--- src/rtl/cache_pkg.sv ---
// ---------------------------------------------------------------------------
// cache_pkg
//   Shared definitions for the direct-mapped cache and its miss-side fill
//   controller: data/address geometry, block size, the fill FSM state type
//   and small helper functions used for address and counter arithmetic.
//
//   Contents:
//     WORD         data word width
//     ADDRESSL     cache index width
//     TAG          tag width
//     ADDRW        full CPU word address width (ADDRESSL + TAG)
//     BLOCK_WORDS  words per cache block
//     fillState_t  fill controller FSM states {IDLE, FETCH, FILL}
//     blockBase()  4-word aligned base of a word address
//     satInc16()   16-bit saturating increment
// ---------------------------------------------------------------------------
package cache_pkg;

    localparam int WORD        = 32;
    localparam int ADDRESSL    = 12;
    localparam int TAG         = 3;
    localparam int ADDRW       = ADDRESSL + TAG;
    localparam int BLOCK_WORDS = 4;

    typedef enum logic [1:0] {
        IDLE  = 2'd0,
        FETCH = 2'd1,
        FILL  = 2'd2
    } fillState_t;

    // Block base: clear the word-in-block bits so the fetch starts at word 0.
    function automatic logic [ADDRW-1:0] blockBase(input logic [ADDRW-1:0] addr);
        return {addr[ADDRW-1:2], 2'b00};
    endfunction

    // Counter that sticks at all-ones instead of wrapping to zero.
    function automatic logic [15:0] satInc16(input logic [15:0] value);
        return (value == 16'hFFFF) ? value : value + 16'd1;
    endfunction

endpackage

--- src/rtl/cache_fill_buffer.sv ---
// ---------------------------------------------------------------------------
// cache_fill_buffer
//   Four word registers that collect one cache block as it arrives from
//   memory. A single write port stores wrData into the register selected by
//   wrIdx when wrEn is high. The asynchronous active-low reset clears every
//   word so an abandoned fetch leaves no stale data behind.
//
//   Ports:
//     clk              in   clock, registers update on posedge
//     rst              in   asynchronous active-low clear
//     wrEn             in   store wrData this cycle
//     wrIdx            in   word-in-block index (0..3)
//     wrData           in   word to store
//     block0..block3   out  stored words, block<k> holds word k
// ---------------------------------------------------------------------------
module cache_fill_buffer
    import cache_pkg::*;
(
    input  logic            clk,
    input  logic            rst,
    input  logic            wrEn,
    input  logic [1:0]      wrIdx,
    input  logic [WORD-1:0] wrData,
    output logic [WORD-1:0] block0,
    output logic [WORD-1:0] block1,
    output logic [WORD-1:0] block2,
    output logic [WORD-1:0] block3
);

    always_ff @(posedge clk or negedge rst) begin
        if (!rst) begin
            block0 <= '0;
            block1 <= '0;
            block2 <= '0;
            block3 <= '0;
        end else if (wrEn) begin
            case (wrIdx)
                2'd0:    block0 <= wrData;
                2'd1:    block1 <= wrData;
                2'd2:    block2 <= wrData;
                default: block3 <= wrData;
            endcase
        end
    end

endmodule

--- src/rtl/cache_fill_controller.sv ---
// ---------------------------------------------------------------------------
// cache_fill_controller
//   Miss-side partner of the direct-mapped cache. When a CPU read misses,
//   the controller fetches the aligned 4-word block from main memory one
//   word at a time, then pulses cWrite for one cycle with adr0..adr3 and
//   block0..block3 so the cache can store the whole block. The CPU is
//   stalled until the refilled block is readable.
//
//   Optional feature (macro CACHE_MISS_COUNT_EN): a 16-bit saturating
//   counter of serviced misses on port miss_count. Without the macro the
//   port and the counter do not exist.
//
//   Ports:
//     clk         in   clock, all state on posedge
//     rst         in   asynchronous active-low reset
//     req         in   CPU read request, held with address until stall==0
//     address     in   CPU word address
//     hit         in   cache hit for address (combinational from the cache)
//     stall       out  CPU must hold its request
//     mem_rd      out  memory read request
//     mem_adr     out  memory word address
//     mem_ready   in   memory word valid on mem_data this cycle
//     mem_data    in   memory read data
//     cWrite      out  one-cycle cache block write strobe
//     adr0..adr3  out  block word addresses base+0..base+3
//     block0..3   out  fetched words, block<k> belongs to adr<k>
//     miss_count  out  misses serviced (CACHE_MISS_COUNT_EN only)
//
//   Memory handshake: a word transfers on a posedge where mem_rd and
//   mem_ready are both high. mem_rd and mem_adr stay stable until that
//   transfer; mem_ready while mem_rd is low carries no meaning and is
//   ignored.
// ---------------------------------------------------------------------------
module cache_fill_controller
    import cache_pkg::*;
(
    input  logic             clk,
    input  logic             rst,
    input  logic             req,
    input  logic [ADDRW-1:0] address,
    input  logic             hit,
    output logic             stall,
    output logic             mem_rd,
    output logic [ADDRW-1:0] mem_adr,
    input  logic             mem_ready,
    input  logic [WORD-1:0]  mem_data,
    output logic             cWrite,
    output logic [ADDRW-1:0] adr0,
    output logic [ADDRW-1:0] adr1,
    output logic [ADDRW-1:0] adr2,
    output logic [ADDRW-1:0] adr3,
    output logic [WORD-1:0]  block0,
    output logic [WORD-1:0]  block1,
    output logic [WORD-1:0]  block2,
    output logic [WORD-1:0]  block3
`ifdef CACHE_MISS_COUNT_EN
    ,
    output logic [15:0]      miss_count
`endif
);

    fillState_t       state;
    logic [1:0]       idx;
    logic [ADDRW-1:0] base;
    logic             missSeen;
    logic             wordAccepted;

    // A miss is only acted on while idle; during FETCH/FILL the latched base
    // is authoritative and req/address are not looked at.
    assign missSeen     = (state == IDLE) && req && !hit;
    assign wordAccepted = (state == FETCH) && mem_ready;

    // Idle: stall tracks the miss combinationally so the CPU holds on the
    // very cycle it misses. Busy: always stall until the fill has landed.
    assign stall = (state != IDLE) || (req && !hit);

    // base is 4-aligned, so the low two bits are simply the word number.
    assign adr0 = {base[ADDRW-1:2], 2'd0};
    assign adr1 = {base[ADDRW-1:2], 2'd1};
    assign adr2 = {base[ADDRW-1:2], 2'd2};
    assign adr3 = {base[ADDRW-1:2], 2'd3};

    always_ff @(posedge clk or negedge rst) begin
        if (!rst) begin
            state   <= IDLE;
            idx     <= 2'd0;
            base    <= '0;
            mem_rd  <= 1'b0;
            mem_adr <= '0;
            cWrite  <= 1'b0;
        end else begin
            case (state)
                IDLE: begin
                    cWrite <= 1'b0;
                    if (missSeen) begin
                        base    <= blockBase(address);
                        mem_adr <= blockBase(address);
                        idx     <= 2'd0;
                        mem_rd  <= 1'b1;
                        state   <= FETCH;
                    end
                end

                FETCH: begin
                    if (mem_ready) begin
                        if (idx == 2'd3) begin
                            // Last word arrives this edge; the buffer holds
                            // all four words during FILL.
                            mem_rd <= 1'b0;
                            cWrite <= 1'b1;
                            state  <= FILL;
                        end else begin
                            idx     <= idx + 2'd1;
                            mem_adr <= {base[ADDRW-1:2], idx + 2'd1};
                        end
                    end
                end

                FILL: begin
                    cWrite <= 1'b0;
                    state  <= IDLE;
                end

                default: begin
                    mem_rd <= 1'b0;
                    cWrite <= 1'b0;
                    state  <= IDLE;
                end
            endcase
        end
    end

    cache_fill_buffer u_fillBuffer (
        .clk    (clk),
        .rst    (rst),
        .wrEn   (wordAccepted),
        .wrIdx  (idx),
        .wrData (mem_data),
        .block0 (block0),
        .block1 (block1),
        .block2 (block2),
        .block3 (block3)
    );

`ifdef CACHE_MISS_COUNT_EN
    // Counts accepted misses (IDLE->FETCH), sticking at 16'hFFFF.
    always_ff @(posedge clk or negedge rst) begin
        if (!rst) begin
            miss_count <= 16'd0;
        end else if (missSeen) begin
            miss_count <= satInc16(miss_count);
        end
    end
`endif

endmodule

--- config.mk ---
export PLATFORM = sky130hd
export DESIGN_NAME = cache_fill_controller
export DESIGN_NICKNAME = d
export VERILOG_FILES = /design/src/rtl/cache_pkg.sv /design/src/rtl/cache_fill_buffer.sv /design/src/rtl/cache_fill_controller.sv
export SDC_FILE = /design/constraint.sdc
export NUM_CORES = 1
export LEC_CHECK = 0
export ABC_AREA = 1
export CAP_MARGIN = 15
export CORE_UTILIZATION = 40
export CTS_CLUSTER_SIZE = 10
export DETAILED_ROUTE_END_ITERATION = 16
export PLACE_DENSITY = 0.74
export SLEW_MARGIN = 10
export SYNTH_ARGS = -nofsm -noshare
export SYNTH_HDL_FRONTEND = slang
export SYNTH_HIERARCHICAL = 1
export SYNTH_SLANG_ARGS = --single-unit
--- constraint.sdc ---
create_clock -name clk -period 1.6 [get_ports clk]
set_input_delay 0.32 -clock clk [delete_from_list [all_inputs] [get_ports clk]]
set_output_delay 0.32 -clock clk [all_outputs]
set_load 0.005 [all_outputs]
# == Word-level counts from Yosys, hierarchy flattened ==
# Index checks and enable logic that the tools add are counted.
# word_totals
n_memories,0
mem_bits_ro,0
wordCells,61
latch_bits,0
ff_bits,162
mem_bits_rw,0
out_inout_bits,206
# op_classes
n_bitwise,2
shift,0
muxes,19
n_reduce_logical,20
eq_ne,9
multipliers,0
div_mod_pow,0
magnitude_cmp,0
addsub,1
# ops
operator,n
$mux W15,3
$pmux W15 S2,1
$mux W2,6
$reduce_and A2 Y1,6
$pmux W2 S2,2
$reduce_and A4 Y1,2
$eq A2 B2 Y1 const B,3
$mux W1,6
$ne A2 B2 Y1 const B,3
$eq A2 B1 Y1 const B,2
$logic_and A1 B1 Y1,4
$logic_not A2 Y1,2
$reduce_bool A2 Y1,2
$pmux W1 S3,1
$reduce_and A3 Y1,1
$reduce_or A3 Y1,1
$add A2 B1 Y2 const B,1
$ne A2 B1 Y1 const B,1
$not A1 Y1,2
$logic_not A1 Y1,1
$logic_or A1 B1 Y1,1

# == Longest topological paths before layout ==
# depth
ltp_word,5
ltp_mapped,9
mapped_depth_nobuf,7

# == Hierarchy ==
# Netlist, hierarchy kept.
# by_module_without_submodules
module,cells_per_inst,instances,area_per_inst_um2
cache_fill_buffer,569,1,5188.7
cache_fill_controller,235,1,1824.2

# == Worst setup path after synthesis ==
# OpenSTA, ideal clock, no wires.
# synth_timing
kind,flip-flop to flip-flop
from,register state[1]
to,register u_fillBuffer.block3[23]
required_time_ns,1.482
n_path_buf,3
t_arrival_ns,1.376
stages_incl_launch_ff,10
path_slack_ns,0.106
cell_sequence,dfrtp_1 -> inv_1 -> nand2_1 -> buf_2 -> nor2_1 -> clkbuf_2 -> nand3_1 -> clkbuf_1 -> nand2_1 -> nand2_1
# synth_between
elab_chain_len,3
# synth_lines
element,line_no,text
start: declaration,cache_fill_controller.sv:62,fillState_t state;
start signal: assignment,cache_fill_controller.sv:85,state <= IDLE;
start signal: assignment,cache_fill_controller.sv:100,state <= FETCH;
start signal: assignment,cache_fill_controller.sv:111,state <= FILL;
$eq A2 B1 Y1,cache_fill_controller.sv:71,assign wordAccepted = (state == FETCH) && mem_ready;
$logic_and A1 B1 Y1,cache_fill_controller.sv:71,
net wordAccepted,cache_fill_controller.sv:66,logic wordAccepted;
$reduce_and A2 Y1 (no source line),--,
end signal: assignment,cache_fill_buffer.sv:41,default: block3 <= wrData;
end: declaration,cache_fill_buffer.sv:27,output logic [WORD-1:0] block3
# The timed path passes the listed nets, and every way through them passes these cells.
# A chain may end at the register's enable or synchronous reset.

# == Worst setup path after layout ==
# layout_timing
from,register base[5]
to,output adr2[5]
# layout_lines
element,line_no,text
start: declaration,cache_fill_controller.sv:64,logic [ADDRW-1:0] base;
start signal: assignment,cache_fill_controller.sv:96,base <= blockBase(address);
end: declaration,cache_fill_controller.sv:50,"output logic [ADDRW-1:0] adr2,"
# No word-level cell between the ends.

==> results.md <==
* Main combinational cell family by area after synthesis: simple AND/OR/NAND/NOR gates
* GRT Residual Overflow at 0
* Initial Util at 40.7%
* FF-to-FF path depth at 8
* Standard-cell rows at 48
* Post-DRT Antenna Nets at 0
* Crit Reg-Reg Startpoint: state[1]
* Critical Path Max Stage Delay at approximately 0.41 ns
* Dpl cells at roughly 1200
* CP bufs+invs at 2
* Final hold violation count at 0
* Crit path arrival time at 1.23 ns
* Clock tree from TritonCTS: done
* Num CTS Buffers at 17
* Clk sinks at 160
* Max-Cap Viols at 0
* Count of final setup violators at 0
* Clock network power share at roughly a fifth
* Logic pwr share at 46.9%
* Simple-gate share of the synthesized area at a little over 30%
* Sw frac at 36.1%
* Crit path max fanout at 4
* Layout area overhead at 50.8%
* Worst endpoint required time at roughly 1.3 ns
* Sw power at ~7.4 mW
* #FFs+latches synth at 160
* Post-Synth Adder-Cell Area at less than 1%
* Final Cycle Share at between 90% and 100%
* Clock Tree Buf Depth at 2
* Sequential share of the synthesized area at 57.1%
* Core Footprint at 17200 um^2
* Achievable frequency at about 640 MHz
* Cells after Synth at 804
* Final Critical Period at 1.55 ns
* Yosys top cell by area: dfrtp_1
* CTS clk-pin slew, worst paths at approximately 0.060 ns
* Largest delay share family, worst path: buffers and inverters
* Yosys top cell area share at between 50% and 60%
* Antenna violations before repair at 0
* Drt total wl at 21300 um
* Crit-path cells: buf_4 > dlygate4sd2_1
* Total Power at roughly 20 mW
* WL/cell at ~16 um
* Outcome: completed
* GPL Wtd Cong at between 0.8 and 0.9
* DR vias at between 6000 and 7000
* DP Area at ~9600 um^2
* Yosys warns at 6
* Non-filler cells, final at about 1300
* Pin count of the biggest net entering global routing at 67
* Multi-input gate area in the final layout at 2340 um^2
* Die area at between 15000 and 20000 um^2
* Antenna cells at 0
* First-pass GRT wire length at around 33000 um
* Drt first-iter violations at just over 400
* Share of layout cells above drive strength 1 at between 10% and 20%
* Max IR drop VDD at a little under 1 mV
* Compound-Gate Fraction of Synth Area at 1.32%
* FF-to-FF setup slack at between 0.1 and 0.15 ns
* Synth Cell Area at 7010 um^2
* DRT Pass-1 Iters at 7
* Drt drc at 0
* Synth Area in XOR/XNOR at 0%
* Final TNS setup at 0 ns
* Most frequent cells in the layout: 335 x nand2_1, 162 x dlygate4sd2_1, 156 x dfrtp_1, 96 x nand4_1, 91 x buf_4
* Port bufs at about 250
* Vias in the first global route at 6023
* P_int at about 13 mW
* Post-synthesis average cell area at ~8.7 um^2
* Post-Route Skew at around 0.0078 ns
* Total Routing Usage GR at between 20% and 30%
* Slowest CP cell: dfrtp_2
* Mux contribution to synthesized area at 0%
* Worst setup SP type: flop
* Worst Setup End Kind: output port
* Die Span Y at 134 um
* Die Wd at around 130 um
* Netlist cell types at 21
* Final Net Count at 1127
* H-Tree Depth at 4
* Critical setup path kind: reg -> out
* Clock latency on the worst-skew pair at just over 0.4 ns
* I/O pin cnt at about 260
* Most common cell after layout, fill and taps aside: nand2_1
* Reg area at approximately 4000 um^2
* Part of the power in registers at about a third
* Final instance area at 10600 um^2
* Fillcell total at roughly 1500
* RR Endpoint: u_fillBuffer/block3[4]
* Max-slew violations at 0
* Leakage at a little over 6 nW
* Hpwl dp at between 10000 and 15000 um
* Root Buffer Master: clkbuf_16
* PwrDens at 1930 nW/um^2
* Final Core Density at between 60% and 70%
* Min-delay worst type: in -> async
* Area contributors post-synth: dfrtp_1 57%, nand2_1 18%, nand4_1 8.6%
* Vias/cell at approximately 5.0
-- flip-flops by register name, summed over array words and instances, names as in the netlist --
signal               count
u_fillBuffer/block2     32
base                    13
u_fillBuffer/block3     32
u_fillBuffer/block0     32
state                    2
mem_rd                   1
mem_adr                 15
u_fillBuffer/block1     32
cWrite                   1
-- power groups by stage --
stage / Sequential, mW / Clock (mW) / Combinational [mW]
floorplan: 7.13 / 0 / 4.07
detailed placement: 7.18 / 0 / 9.79
global route: 7.10 / 4.21 / 10.5
finish: 6.89 / 3.94 / 9.58
global placement: 7.12 / 0 / 9.62
CTS: 6.90 / 4.00 / 9.55
-- Yosys cell counts (all sizes together) --
cell type and count:
a21oi 4, buf 91, clkbuf 15, conb 2, dfrtp 160, ha 1
inv 23, nand2 336, nand3 51, nand4 97, nor2 10, o21a 1
o21ai 13
-- worst max-delay path by stage --
stage / from / end / slack, ns / depth (start not counted)
6_report: base[5] / adr2[5] / 0.05 / 2
5_1_grt: state[1] / u_fillBuffer/block3[11] / -0.01 / 8
3_3_place_gp: req / stall / -0.17 / 4
3_5_place_dp: mem_ready / u_fillBuffer/block2[5] / -0.19 / 8
2_1_floorplan: state[1] / u_fillBuffer/block3[23] / 0.11 / 9
4_1_cts: state[1] / stall / -0.04 / 4
-- layer usage --
| metal | track usage [%] | share of wire [%] | vias up |
|---|---|---|---|
| met4 | 7.43 | 1.7 | 0 |
| li1 | - | - | 3121 |
| met1 | 30.3 | 41 | 3080 |
| met3 | 5.25 | 6.9 | 32 |
| met5 | 0 | 0 | - |
| met2 | 39.1 | 50 | 280 |
-- repair_timing --
| item | CTS | global route |
|---|---|---|
| setup buffers | 49 | 10 |
| pin swaps | 1 | 1 |
| setup endpoints to repair | 175 | 59 |
| gates resized for setup | 167 | 40 |
| hold buffers | 1 | 0 |
| endpoints found under the hold margin | 32 | 0 |
-- logic make-up after synthesis --
kind of cell | after synthesis
AND/OR/NAND/NOR | 494
flip-flops | 160
buffers and inverters | 129
AO/OA/AOI/OAI | 18
other | 2
adder cells (fa/ha/maj) | 1
-- stage by stage --
step	setup slack, ns	hold slack [ns]
6_report	0.0451	0.379
5_1_grt	-0.0124	0.419
4_1_cts	-0.0406	0.392
3_5_place_dp	-0.194	0.270
3_3_place_gp	-0.168	0.269
2_1_floorplan	0.106	0.0244
-- area by class of cell --
cell class                 instances  area share, %
sequential                       160           37.9
timing repair buffer             351           31.0
multi-input combinational        521           22.1
clock buffer                      24           4.74
tap                              225           2.66
inverter                          23          0.816
clock inverter                     8          0.733
Power figures use the tool's default switching activity.
